[src/rtl/parametrik_medyan_birimi.sv]
// Streaming median of non-overlapping PENCERE-sample windows, using a descending top-TUT insertion array.
// Optional MEDYAN_MINMAKS_EN adds registered window minimum (enk_o) and maximum (enb_o) outputs.
module parametrik_medyan_birimi #(
    parameter int PIXEL_BIT = 8,
    parameter int PENCERE   = 9
) (
    input  logic                 clk_i,
    input  logic                 rstn_i,
    input  logic                 temizle_i,
    input  logic                 sayi_gecerli_i,
    input  logic [PIXEL_BIT-1:0] sayi_i,
    output logic                 sayi_hazir_o,
    output logic                 medyan_gecerli_o,
    input  logic                 medyan_hazir_i,
`ifdef MEDYAN_MINMAKS_EN
    output logic [PIXEL_BIT-1:0] enk_o,
    output logic [PIXEL_BIT-1:0] enb_o,
`endif
    output logic [PIXEL_BIT-1:0] medyan_o
);
    localparam int TUT       = (PENCERE + 1) / 2;
    localparam int SAYAC_BIT = $clog2(PENCERE);
    localparam logic [SAYAC_BIT-1:0] SON = SAYAC_BIT'(PENCERE - 1);

    logic [PIXEL_BIT-1:0] dizi_q [TUT];
    logic [PIXEL_BIT-1:0] dizi_d [TUT];
    logic [TUT-1:0]       buyuk;
    logic [SAYAC_BIT-1:0] sayac_q;
    logic [PIXEL_BIT-1:0] medyan_q;
    logic                 medyan_gecerli_q;
    logic                 kabul;
    logic                 son_ornek;

    // Stall only when the completing sample would overwrite an unconsumed result.
    assign sayi_hazir_o = !(sayac_q == SON && medyan_gecerli_q && !medyan_hazir_i);
    assign kabul        = sayi_gecerli_i && sayi_hazir_o;
    assign son_ornek    = kabul && !temizle_i && (sayac_q == SON);

    // buyuk is monotonic over the descending array: the first set bit marks the insertion slot.
    for (genvar g = 0; g < TUT; g++) begin : g_ekle
        assign buyuk[g] = sayi_i > dizi_q[g];
        if (g == 0) begin : g_ilk
            assign dizi_d[g] = buyuk[g] ? sayi_i : dizi_q[g];
        end else begin : g_diger
            assign dizi_d[g] = !buyuk[g] ? dizi_q[g] : (buyuk[g-1] ? dizi_q[g-1] : sayi_i);
        end
    end

    always_ff @(posedge clk_i or negedge rstn_i) begin
        if (!rstn_i) begin
            for (int i = 0; i < TUT; i++) dizi_q[i] <= '0;
            sayac_q <= '0;
        end else if (temizle_i || son_ornek) begin
            for (int i = 0; i < TUT; i++) dizi_q[i] <= '0;
            sayac_q <= '0;
        end else if (kabul) begin
            for (int i = 0; i < TUT; i++) dizi_q[i] <= dizi_d[i];
            sayac_q <= sayac_q + SAYAC_BIT'(1);
        end
    end

    always_ff @(posedge clk_i or negedge rstn_i) begin
        if (!rstn_i) begin
            medyan_q         <= '0;
            medyan_gecerli_q <= 1'b0;
        end else if (son_ornek) begin
            medyan_q         <= dizi_d[TUT-1];
            medyan_gecerli_q <= 1'b1;
        end else if (medyan_hazir_i) begin
            medyan_gecerli_q <= 1'b0;
        end
    end

    assign medyan_o         = medyan_q;
    assign medyan_gecerli_o = medyan_gecerli_q;

`ifdef MEDYAN_MINMAKS_EN
    logic [PIXEL_BIT-1:0] min_q;
    logic [PIXEL_BIT-1:0] min_d;
    logic [PIXEL_BIT-1:0] enk_q;
    logic [PIXEL_BIT-1:0] enb_q;

    assign min_d = (sayi_i < min_q) ? sayi_i : min_q;

    always_ff @(posedge clk_i or negedge rstn_i) begin
        if (!rstn_i) begin
            min_q <= '1;
            enk_q <= '0;
            enb_q <= '0;
        end else begin
            if (temizle_i || son_ornek) begin
                min_q <= '1;
            end else if (kabul) begin
                min_q <= min_d;
            end
            if (son_ornek) begin
                enk_q <= min_d;
                enb_q <= dizi_d[0];
            end
        end
    end

    assign enk_o = enk_q;
    assign enb_o = enb_q;
`endif
endmodule
[config.mk]
export PLATFORM = sky130hd
export DESIGN_NAME = parametrik_medyan_birimi
export DESIGN_NICKNAME = d
export VERILOG_FILES = /design/src/rtl/parametrik_medyan_birimi.sv
export SDC_FILE = /design/constraint.sdc
export NUM_CORES = 1
export LEC_CHECK = 0
export ABC_AREA = 1
export BUFFER_PORTS_ARGS = -buffer_cell sky130_fd_sc_hd__buf_2
export CAP_MARGIN = 20
export CORE_ASPECT_RATIO = 1.2
export CORE_MARGIN = 1.5
export CORE_UTILIZATION = 55
export DETAILED_ROUTE_END_ITERATION = 10
export HOLD_SLACK_MARGIN = 0.12
export PLACE_DENSITY = 0.78
export SYNTH_ARGS = -nofsm -noshare
export SYNTH_HDL_FRONTEND = slang
export SYNTH_SLANG_ARGS = --single-unit
[constraint.sdc]
create_clock -name clk_i -period 2 [get_ports clk_i]
set_input_delay 0.2 -clock clk_i [delete_from_list [all_inputs] [get_ports clk_i]]
set_output_delay 0.2 -clock clk_i [all_outputs]
set_load 0.005 [all_outputs]
==> results.yml <==
timing:
  worst_slew_pin_slew_ns: 0.5375
  holdWs_ns: 0.2071
  fin_crit_sh_pct: 91.98
  slew_headroom_pct: 64.17
  final-setup-viol-count: 0
  hold_viol: 0
  grt_setup_unrepaired: "true"
  finClkSkew_ns: 0.01116
  max_freq_ghz: 0.5436
  period_needed_ns: 1.840
  maxSlewViolCount: 0
floorplan:
  die_h_um: 94.73
  dieArea_um2: 7524
  die_w_um: 79.44
  core_area_um2: 6813
  io_pins: 23
  start_util_pct: 56.60
  fp-row-count: 33
setup_path:
  crit_required_ns: 2.21
  crit_family: "simple AND/OR/NAND/NOR gates"
  reg2reg_slack_ns: 0.16
  cp_common_cell: "nand2_1"
  startpoint: "dizi_q[7]$_DFFE_PN0P_"
  max_stage_delay_ns: 0.38
  path_cells: "inv_1 > ha_1 > nand2_1 > nor2_1 > nand2_1 > nor2_1 > a21oi_4 > buf_4 > nand3_1 > nand2_1 > nand2_1 > nand2_1"
  crit_path_start_kind: "flip-flop"
  timing_worst_setup_path_type: "reg2reg"
  crit_path_top_delay_cell: "dfrtp_1"
  timing.rr.start: "dizi_q[7]$_DFFE_PN0P_"
  arrival_ns: 2.04
  worstPathMaxFanout: 4
  crit_buf_inv: 2
  endpoint_kind: "flip-flop"
power:
  vdd_drop_max_mv: 0.4762
  powerDensity_nw_per_um2: 736.7
  p_leak_uw: 0.002327
cts:
  clock_latency_ns: 0.31
  clock-sinks: 53
  clk_pin_slew_worst_paths_ns: 0.10
  ctsRootBufferMaster: "clkbuf_8"
  cts_tree: "built"
  numCtsBuffers: 5
  clock_path_buffers: 2
  htreeDepth: 2
detailed_routing:
  vias: 3433
  drt_wl_total_um: 8853
  viasPerCell: 5.339
  dr.pass1.iters: 5
  drt-initial-drc-count: 244
  wl_per_cell_um: 13.77
  detail-route-antenna-nets: 0
  drc_errors: 0
global_routing:
  grt_first_pass_wirelength_um: 15440
  gr-total-overflow: 0
  grt.total_usage_pct: 26.30
  antenna_found_initial: 0
  grt_max_degree: 33
  grt_pass1_vias: 3383
placement:
  placed_area_um2: 4071
  io_buffers: 22
  dpl.hpwl_um: 6768
  gp_congestion: 0.8548
cells_and_area:
  area_growth_pct: 9.604
  fin_area_um2: 4227
  diodes: 0
  drive_gt1_share_pct: 12.95
  multi_input_area_um2: 2227
  final_util_pct: 62.04
  ff_latch_area_um2: 1326
  fill_cells: 627
  nNetsFinal: 610
yosys:
  synth_nets: 577
  synthArstFlopShare_pct: 100.0
  ys_types: 30
  synthTopCellsByArea: "dfrtp_1, nand2_1, ha_1, inv_1, nand3_1"
  synth_area_per_cell_um2: 7.387
  synth-seq-cells: 53
  yosysTopAreaCellShare_pct: 34.39
  netlist_area_um2: 3856
  ys_warn_count: 0
  synth-main-ff-cell: "dfrtp_1"
  synth_cells: 522
  synth_edf_count: 0
  yosysTopAreaCell: "dfrtp_1"
  synth-seq-area-share_pct: 34.39
flow_run:
  maxCapViolCount: 0
run_status:
  status: "finished clean"
min_path:
  min_from: "temizle_i"
  hold_class: "in2reg"
-- cell usage after synthesis, types with 4 or more instances --
| cell | count |
|---|---|
| a21oi_1 | 15 |
| dfrtp_1 | 53 |
| ha_1 | 42 |
| inv_1 | 65 |
| inv_2 | 4 |
| nand2_1 | 210 |
| nand2_2 | 4 |
| nand2_4 | 8 |
| nand3_1 | 48 |
| nand4_1 | 5 |
| nor2_1 | 16 |
| nor2_2 | 4 |
| o21ai_0 | 6 |
| o21ai_1 | 17 |
-- placed cells by master (no fill, tap or decap), types with 2 or more instances in the layout --
cell      synthesis  routed
a21o_1            3       3
a21oi_1          15      15
buf_2             1      22
buf_4             0       6
clkbuf_8          0       6
clkinv_1          3       2
dfrtp_1          53      53
ha_1             42      42
inv_1            65      65
inv_2             4       4
nand2_1         210     210
nand2_4           8      11
nand3_1          48      48
nand3_2           2       2
nand4_1           5       5
nand4_4           2       2
nor2_1           16      16
nor2_2            4       4
nor2_4            2       2
o21ai_0           6       6
o21ai_1          17      17
-- report_power, final --
part / internal [uW] / switching [uW] / leakage, uW
Combinational: 411 / 755 / 0.00156
Sequential: 1200 / 93.9 / 0.000718
Clock: 282 / 369 / 0.0000512
-- worst reg2reg max path: stages, from the launching register on --
cell and delay (ns):
dfrtp_1 0.38, inv_1 0.05, ha_1 0.29, nand2_1 0.07, nor2_1 0.17, nand2_1 0.09, nor2_1 0.19, a21oi_4 0.07
buf_4 0.16, nand3_1 0.08, nand2_1 0.08, nand2_1 0.06, nand2_1 0.05
-- path summary, 6_finish.rpt --
| check | to | cells past startpoint |
|---|---|---|
| setup / recovery | medyan_o[6]$_DFFE_PN0P_ | 12 |
| hold / removal | medyan_o[1]$_DFFE_PN0P_ | 4 |
| setup reg to reg | medyan_o[6]$_DFFE_PN0P_ | 12 |
| hold reg to reg | medyan_o[1]$_DFFE_PN0P_ | 2 |
| max in group asynchronous | dizi_q[10]$_DFFE_PN0P_ | 3 |
| min in group asynchronous | dizi_q[31]$_DFFE_PN0P_ | 2 |
-- timing repair --
action                                  4_1_cts  5_1_grt
buffers inserted                              0        4
endpoints found under the setup margin        0       34
gates resized for setup                       0        4
hold buffers                                  1        0
hold endpoints to repair                     21        0
-- metal layers --
layer	part of all wire, %	routed length, um	up-vias	GRT usage, %
met1	43	3799	1611	32.82
li1	-	-	1721	-
met3	4.0	357	20	3.188
met2	50	4421	81	46.33
met5	0	0	-	0
met4	3.1	274	0	9.649
-- cell families after synthesis --
kind of cell	after synthesis	share of synthesized area [%]
adders and majority gates	42	13.63
and+or+nand+nor	306	36.83
buffers and inverters	77	8.241
AOI/OAI and AO/OA	44	6.911
DFF	53	34.39
-- registers in the layout, indices dropped and copies added, names as in the netlist --
| signal | cells |
|---|---|
| medyan_o | 8 |
| sayac_q | 4 |
| dizi_q | 40 |
| medyan_gecerli_o | 1 |
-- cell type report --
type | instances | share of cell area [%]
sequential | 53 | 31.38
inverter | 73 | 6.690
clock inverter | 2 | 0.3256
clock buffer | 6 | 1.954
timing repair buffer | 30 | 4.381
tap | 87 | 2.575
multi-input combinational | 392 | 52.69
-- metrics by stage --
step	std cells	TNS (ns)	setup WS [ns]	total power, uW
after floorplan	522	0	0.3997	2164
after global placement	630	0	0.1864	2391
after detailed placement	630	0	0.1242	2444
after CTS	639	0	0.1167	3095
after global routing	643	-0.007813	-0.005226	3355
final	643	0	0.1605	3114
Note: power is estimated with default switching activity, not from simulation.
